## src/rtl/dff9_wr_arbiter.sv

```systemverilog
// Purpose : round-robin arbiter for the single write port of a shared register, with bounded lock bursts.
// Latency : req sampled at edge E -> gnt/reg_wen/reg_d valid after E; the register shows the data one edge later.
// Backpr. : requesters hold req/wdata until gnt; the grantee's lock holds the port for up to MAX_LOCK extra cycles.
//
// Ports:
//   clk, rst      clock; asynchronous active-low reset
//   req, lock     per-requester write request / keep-grant request (lock qualified by req)
//   wdata         packed write data, requester i in wdata[i*WIDTH +: WIDTH]
//   reg_q, rd_q   register value in, passed straight back out for read-modify-write owners
//   reg_d/reg_wen register write data / enable
//   gnt, gnt_id   one-hot grant and grantee index (zero when idle)
//   busy          a grant is active
//   lock_timeout  single-cycle pulse after a lock burst was cut off at MAX_LOCK
module dff9_wr_arbiter #(
  parameter int NUM_REQ  = 4,
  parameter int WIDTH    = 9,
  parameter int MAX_LOCK = 8
) (
  input  logic                       clk,
  input  logic                       rst,
  input  logic [NUM_REQ-1:0]         req,
  input  logic [NUM_REQ-1:0]         lock,
  input  logic [NUM_REQ*WIDTH-1:0]   wdata,
  input  logic [WIDTH-1:0]           reg_q,
  output logic [WIDTH-1:0]           rd_q,
  output logic [WIDTH-1:0]           reg_d,
  output logic                       reg_wen,
  output logic [NUM_REQ-1:0]         gnt,
  output logic [$clog2(NUM_REQ)-1:0] gnt_id,
  output logic                       busy,
  output logic                       lock_timeout
);

  localparam int IDW = $clog2(NUM_REQ);
  localparam int PW  = IDW + 1;               // wide enough for ptr + offset before wrapping
  localparam int CW  = $clog2(MAX_LOCK + 1);

  typedef enum logic [1:0] {
    S_IDLE  = 2'd0,
    S_GRANT = 2'd1,
    S_LOCK  = 2'd2
  } state_t;

  state_t           state_q, state_d;
  logic [IDW-1:0]   ptr_q, ptr_d;
  logic [CW-1:0]    lock_cnt_q, lock_cnt_d;
  logic [IDW-1:0]   owner_d;
  logic             tmo_d;

  logic [NUM_REQ-1:0] gnt_d;
  logic [IDW-1:0]     gnt_id_d;
  logic [WIDTH-1:0]   reg_d_d;
  logic               reg_wen_d;
  logic               busy_d;

  logic [WIDTH-1:0] wd [NUM_REQ];
  logic [IDW-1:0]   win;
  logic             win_vld;
  logic [PW-1:0]    pos;
  logic             excl;
  logic             hold;

  assign rd_q = reg_q;

  for (genvar i = 0; i < NUM_REQ; i++) begin : g_wd
    assign wd[i] = wdata[i*WIDTH +: WIDTH];
  end

  // gnt_id doubles as the owner register; it is only meaningful outside IDLE.
  assign excl = (state_q != S_IDLE);
  assign hold = req[gnt_id] & lock[gnt_id];

  // Rotating priority scan starting at ptr. The current owner is skipped when
  // it is giving up the port so that it can never win twice in a row.
  always_comb begin
    win     = '0;
    win_vld = 1'b0;
    pos     = '0;
    for (int k = 0; k < NUM_REQ; k++) begin
      pos = {1'b0, ptr_q} + PW'(k);
      if (pos >= PW'(NUM_REQ)) pos = pos - PW'(NUM_REQ);
      if (!win_vld && req[pos[IDW-1:0]] && !(excl && (pos[IDW-1:0] == gnt_id))) begin
        win_vld = 1'b1;
        win     = pos[IDW-1:0];
      end
    end
  end

  // State register (also holds all registered outputs).
  always_ff @(posedge clk or negedge rst) begin
    if (!rst) begin
      state_q      <= S_IDLE;
      ptr_q        <= '0;
      lock_cnt_q   <= '0;
      gnt          <= '0;
      gnt_id       <= '0;
      reg_d        <= '0;
      reg_wen      <= 1'b0;
      busy         <= 1'b0;
      lock_timeout <= 1'b0;
    end else begin
      state_q      <= state_d;
      ptr_q        <= ptr_d;
      lock_cnt_q   <= lock_cnt_d;
      gnt          <= gnt_d;
      gnt_id       <= gnt_id_d;
      reg_d        <= reg_d_d;
      reg_wen      <= reg_wen_d;
      busy         <= busy_d;
      lock_timeout <= tmo_d;
    end
  end

  // Next-state logic.
  always_comb begin
    logic new_grant;
    state_d    = state_q;
    owner_d    = gnt_id;
    ptr_d      = ptr_q;
    lock_cnt_d = lock_cnt_q;
    tmo_d      = 1'b0;
    new_grant  = 1'b0;
    case (state_q)
      S_IDLE: begin
        if (win_vld) new_grant = 1'b1;
      end
      S_GRANT: begin
        if (hold) begin
          state_d    = S_LOCK;
          lock_cnt_d = CW'(1);
        end else if (win_vld) begin
          new_grant = 1'b1;
        end else begin
          state_d = S_IDLE;
        end
      end
      S_LOCK: begin
        if (hold && (lock_cnt_q < CW'(MAX_LOCK))) begin
          lock_cnt_d = lock_cnt_q + CW'(1);
        end else begin
          // Owner still wants the port here only if the burst limit cut it off.
          lock_cnt_d = '0;
          tmo_d      = hold;
          if (win_vld) new_grant = 1'b1;
          else         state_d   = S_IDLE;
        end
      end
      default: begin
        state_d    = S_IDLE;
        lock_cnt_d = '0;
      end
    endcase
    if (new_grant) begin
      state_d = S_GRANT;
      owner_d = win;
      ptr_d   = (win == IDW'(NUM_REQ - 1)) ? '0 : win + IDW'(1);
    end
  end

  // Output logic: values the output flops take at the coming edge.
  // reg_d keeps its last value while idle so the register input stays quiet.
  always_comb begin
    gnt_d     = '0;
    gnt_id_d  = '0;
    reg_wen_d = 1'b0;
    busy_d    = 1'b0;
    reg_d_d   = reg_d;
    if (state_d != S_IDLE) begin
      gnt_d[owner_d] = 1'b1;
      gnt_id_d       = owner_d;
      reg_wen_d      = 1'b1;
      busy_d         = 1'b1;
      reg_d_d        = wd[owner_d];
    end
  end

  a_gnt_onehot: assert property (@(posedge clk) disable iff (!rst) $onehot0(gnt));
  a_cnt_bound:  assert property (@(posedge clk) disable iff (!rst) lock_cnt_q <= CW'(MAX_LOCK));

endmodule

```

## config.mk

```make
export PLATFORM = sky130hd
export DESIGN_NAME = dff9_wr_arbiter
export DESIGN_NICKNAME = d
export VERILOG_FILES = /design/src/rtl/dff9_wr_arbiter.sv
export SDC_FILE = /design/constraint.sdc
export NUM_CORES = 1
export LEC_CHECK = 0
export ABC_AREA = 0
export BUFFER_PORTS_ARGS = -buffer_cell sky130_fd_sc_hd__buf_2
export CAP_MARGIN = 20
export CORE_MARGIN = 4
export CORE_UTILIZATION = 52
export CTS_BUF_LIST = sky130_fd_sc_hd__clkbuf_2
export CTS_CLUSTER_DIAMETER = 50
export DETAILED_ROUTE_END_ITERATION = 12
export PLACE_DENSITY = 0.84
export RECOVER_POWER = 50
export SYNTH_ARGS = -nofsm -noshare
export SYNTH_HDL_FRONTEND = slang
export SYNTH_SLANG_ARGS = --single-unit
```

## constraint.sdc

```tcl
create_clock -name clk -period 4.2 [get_ports clk]
set_input_delay 0.21 -clock clk [delete_from_list [all_inputs] [get_ports clk]]
set_output_delay 0.21 -clock clk [all_outputs]
set_load 0.03 [all_outputs]
```

==> summary.txt <==
CP Launch Type - register
Ratio of cells with drive above 1 in the final layout - 0.295
RSZ-0062 raised after global routing - false
Achievable frequency - 319 MHz
Type of the worst min-delay path - in -> reg
N_diodes - 0
Die W - 69.7 µm
Syn Area/Cell - 8.95 µm²
Area grow syn2layout - 13.2%
Final Hold Vio Count - 0
DR WL met3 - 201 µm
Routed WL - 4.36 mm
Top-count cell post-synth - dfrtp_1
Most instantiated cells after synthesis - dfrtp_1 (25), a21oi_1 (23), a21o_1 (19), nand2_1 (18), nand3b_1 (18)
Critical path class - reg -> reg
Top-Level Pins - 82
Initial drt markers - 59
Die Ht - 69.7 µm
Max-slew violations - 0
Die ar. - 0.00485 mm²
Total CTS buffers - 3
Synth cell types - 49
Clock tree buffer depth - 2
Worst Skew - 0.0177 ns
Fill cells - 333
GRT overflow - 0
First drt pass iteration count - 4
Drt via density - 5.47
WL met1 - 1.93 mm
Final #Nets - 329
Main synth FF type - dfrtp_1
Post-route ant nets - 0
Clock Tree Root - clkbuf_2
Worst skew pair latency - 0.34 ns
Worst slew pin tran - 1.32 ns
TritonCTS sink count - 25
Setup TNS - 0 ns
Via count of the first global-routing pass - 1756
Rows - 22
Net count after synthesis - 281
Routability cong. - 0.818
CTS tree - built
Post_cts resized - 0
Crit-path max FO - 23
First-pass GRT wire length - 7.43 mm
P_leak - 1.05 nW
WP data arrival - 3.40 ns
Area of the multi-input gates - 0.00116 mm²
Storage cell area - 626 µm²
Pwr Density - 903 mW/mm²
VDD IR max - 0.461 mV
Initial antenna violation count - 0
Drc violations - 0
Maximum number of pins on one net before global-route repair - 38
WL/cell - 13.8 µm
Slew headroom - 0.122
Tcrit/Tclk final - 0.745
Vias - 1730
Warnings, synthesis - 0
Critical path required time - 4.47 ns
H-tree levels - 1
Min Tclk post-route - 3.13 ns
Post-synth design cell area - 0.00198 mm²
Initial core utilization - 0.540
Core Area - 0.00366 mm²
Sequential-to-total area share from yosys stat - 0.316
Area leader, netlist - dfrtp_1
Clock transition at the registers of the reported paths - 0.23 ns
Met2 WL - 2.15 mm
Max layer used - met4
Max-cap violations - 0
Min Hold Slack - 0.260 ns
Status - complete, no violations
Endpoints failing setup - 0
Hpwl dp - 3.36 mm
Synthesized instance count - 221
Crit end category - register
Ys async rst share - 1.00
Total Routing Usage GR - 0.180
Port bufs - 63
Post-synthesis register bit count - 25
Top-area cell type share of the netlist area - 0.316
Top area cells in the synthesized netlist - dfrtp_1 (32%), a21o_1 (7.2%), nand3b_1 (6.8%)
EDFF count, synth - 0
## flip-flops by register name, summed over array words and instances (netlist names), named ones only
register and cells:
reg_d 9, gnt 4, lock_cnt_q 4, gnt_id 2, state_q 2, busy 1
lock_timeout 1, ptr_q 1
## critical path: stages (launching register included)
cell	delay, ns
dfrtp_1	0.48
inv_1	0.09
ha_1	0.30
nor2b_1	0.25
a21oi_1	0.16
a211oi_2	0.31
o21a_4	0.23
o21ai_1	0.13
a221oi_4	0.82
nor2_1	0.13
and2_1	0.19
## logic make-up after synthesis
kind of cell               Yosys count  share of synthesized area
and+or+nand+nor                     69                      0.193
AOI/OAI and AO/OA                   77                      0.282
muxes                               10                     0.0588
xor gates and xnor gates             4                     0.0215
DFF                                 25                      0.316
buffers and inverters               31                     0.0968
adders and majority gates            5                     0.0316
## layer usage
layer	GRT usage	up-vias
met4	0.0553	0
li1	-	872
met2	0.323	34
met3	0.0435	11
met1	0.210	813
met5	0	-
## where the power goes
part	switching [mW]	leakage, nW	total, mW	internal (mW)
Clock	0.0682	0.0166	0.0934	0.0252
Combinational	0.912	0.725	1.49	0.580
Sequential	0.0885	0.311	0.437	0.348
## per-stage QoR
| step | std cells | area, µm² | setup slack, ns | power (mW) | utilization |
|---|---|---|---|---|---|
| finish | 316 | 2240 | 1.07 | 2.02 | 0.611 |
| global route | 316 | 2240 | 0.757 | 2.20 | 0.611 |
| CTS | 314 | 2220 | 0.990 | 2.00 | 0.607 |
| detailed placement | 309 | 2190 | 1.03 | 1.90 | 0.599 |
| global placement | 309 | 2190 | 1.10 | 1.87 | 0.599 |
| floorplan | 221 | 1980 | 1.72 | 1.71 | - |
## worst paths after layout
path / startpoint / end / slack (ns) / cells past startpoint
setup / recovery: state_q[1] / gnt[2] / 1.07 / 10
hold / removal: wdata[15] / reg_d[6] / 0.26 / 4
setup reg to reg: state_q[1] / gnt[2] / 1.07 / 10
hold reg to reg: reg_d[1] / reg_d[1] / 0.51 / 2
max in group asynchronous: rst / busy / 2.78 / 2
min in group asynchronous: rst / gnt[2] / 0.65 / 2
## layout by cell type (no fill, tap or decap), types with 2 or more instances in the layout
master     n
inv_2      2
nand2_1   18
o31ai_1    9
inv_1      6
nor2_1    12
and2_1     6
mux2i_1    6
clkbuf_2   4
nand2b_1   3
buf_2     58
clkbuf_1   5
a21boi_1   2
a21oi_1   23
nor3_1     3
o21ai_0   10
a21o_1    19
ha_1       5
mux2_2     2
dfrtp_1   25
xor2_1     2
nand3b_1  18
## area by class of cell
class                   count  share of cell area
inverters                   8              0.0134
repair buffers             66               0.153
multi-input cells         165               0.519
clock buffers               4             0.00894
flip-flops and latches     25               0.279
well taps                  48              0.0268
## repair_timing
item / in CTS / in global routing
hold buffers: 1 / 0
endpoints found under the hold margin: 25 / 0
buffers inserted: 0 / 0
setup endpoints to repair: 0 / 0
(Power assumes the default switching activity.)
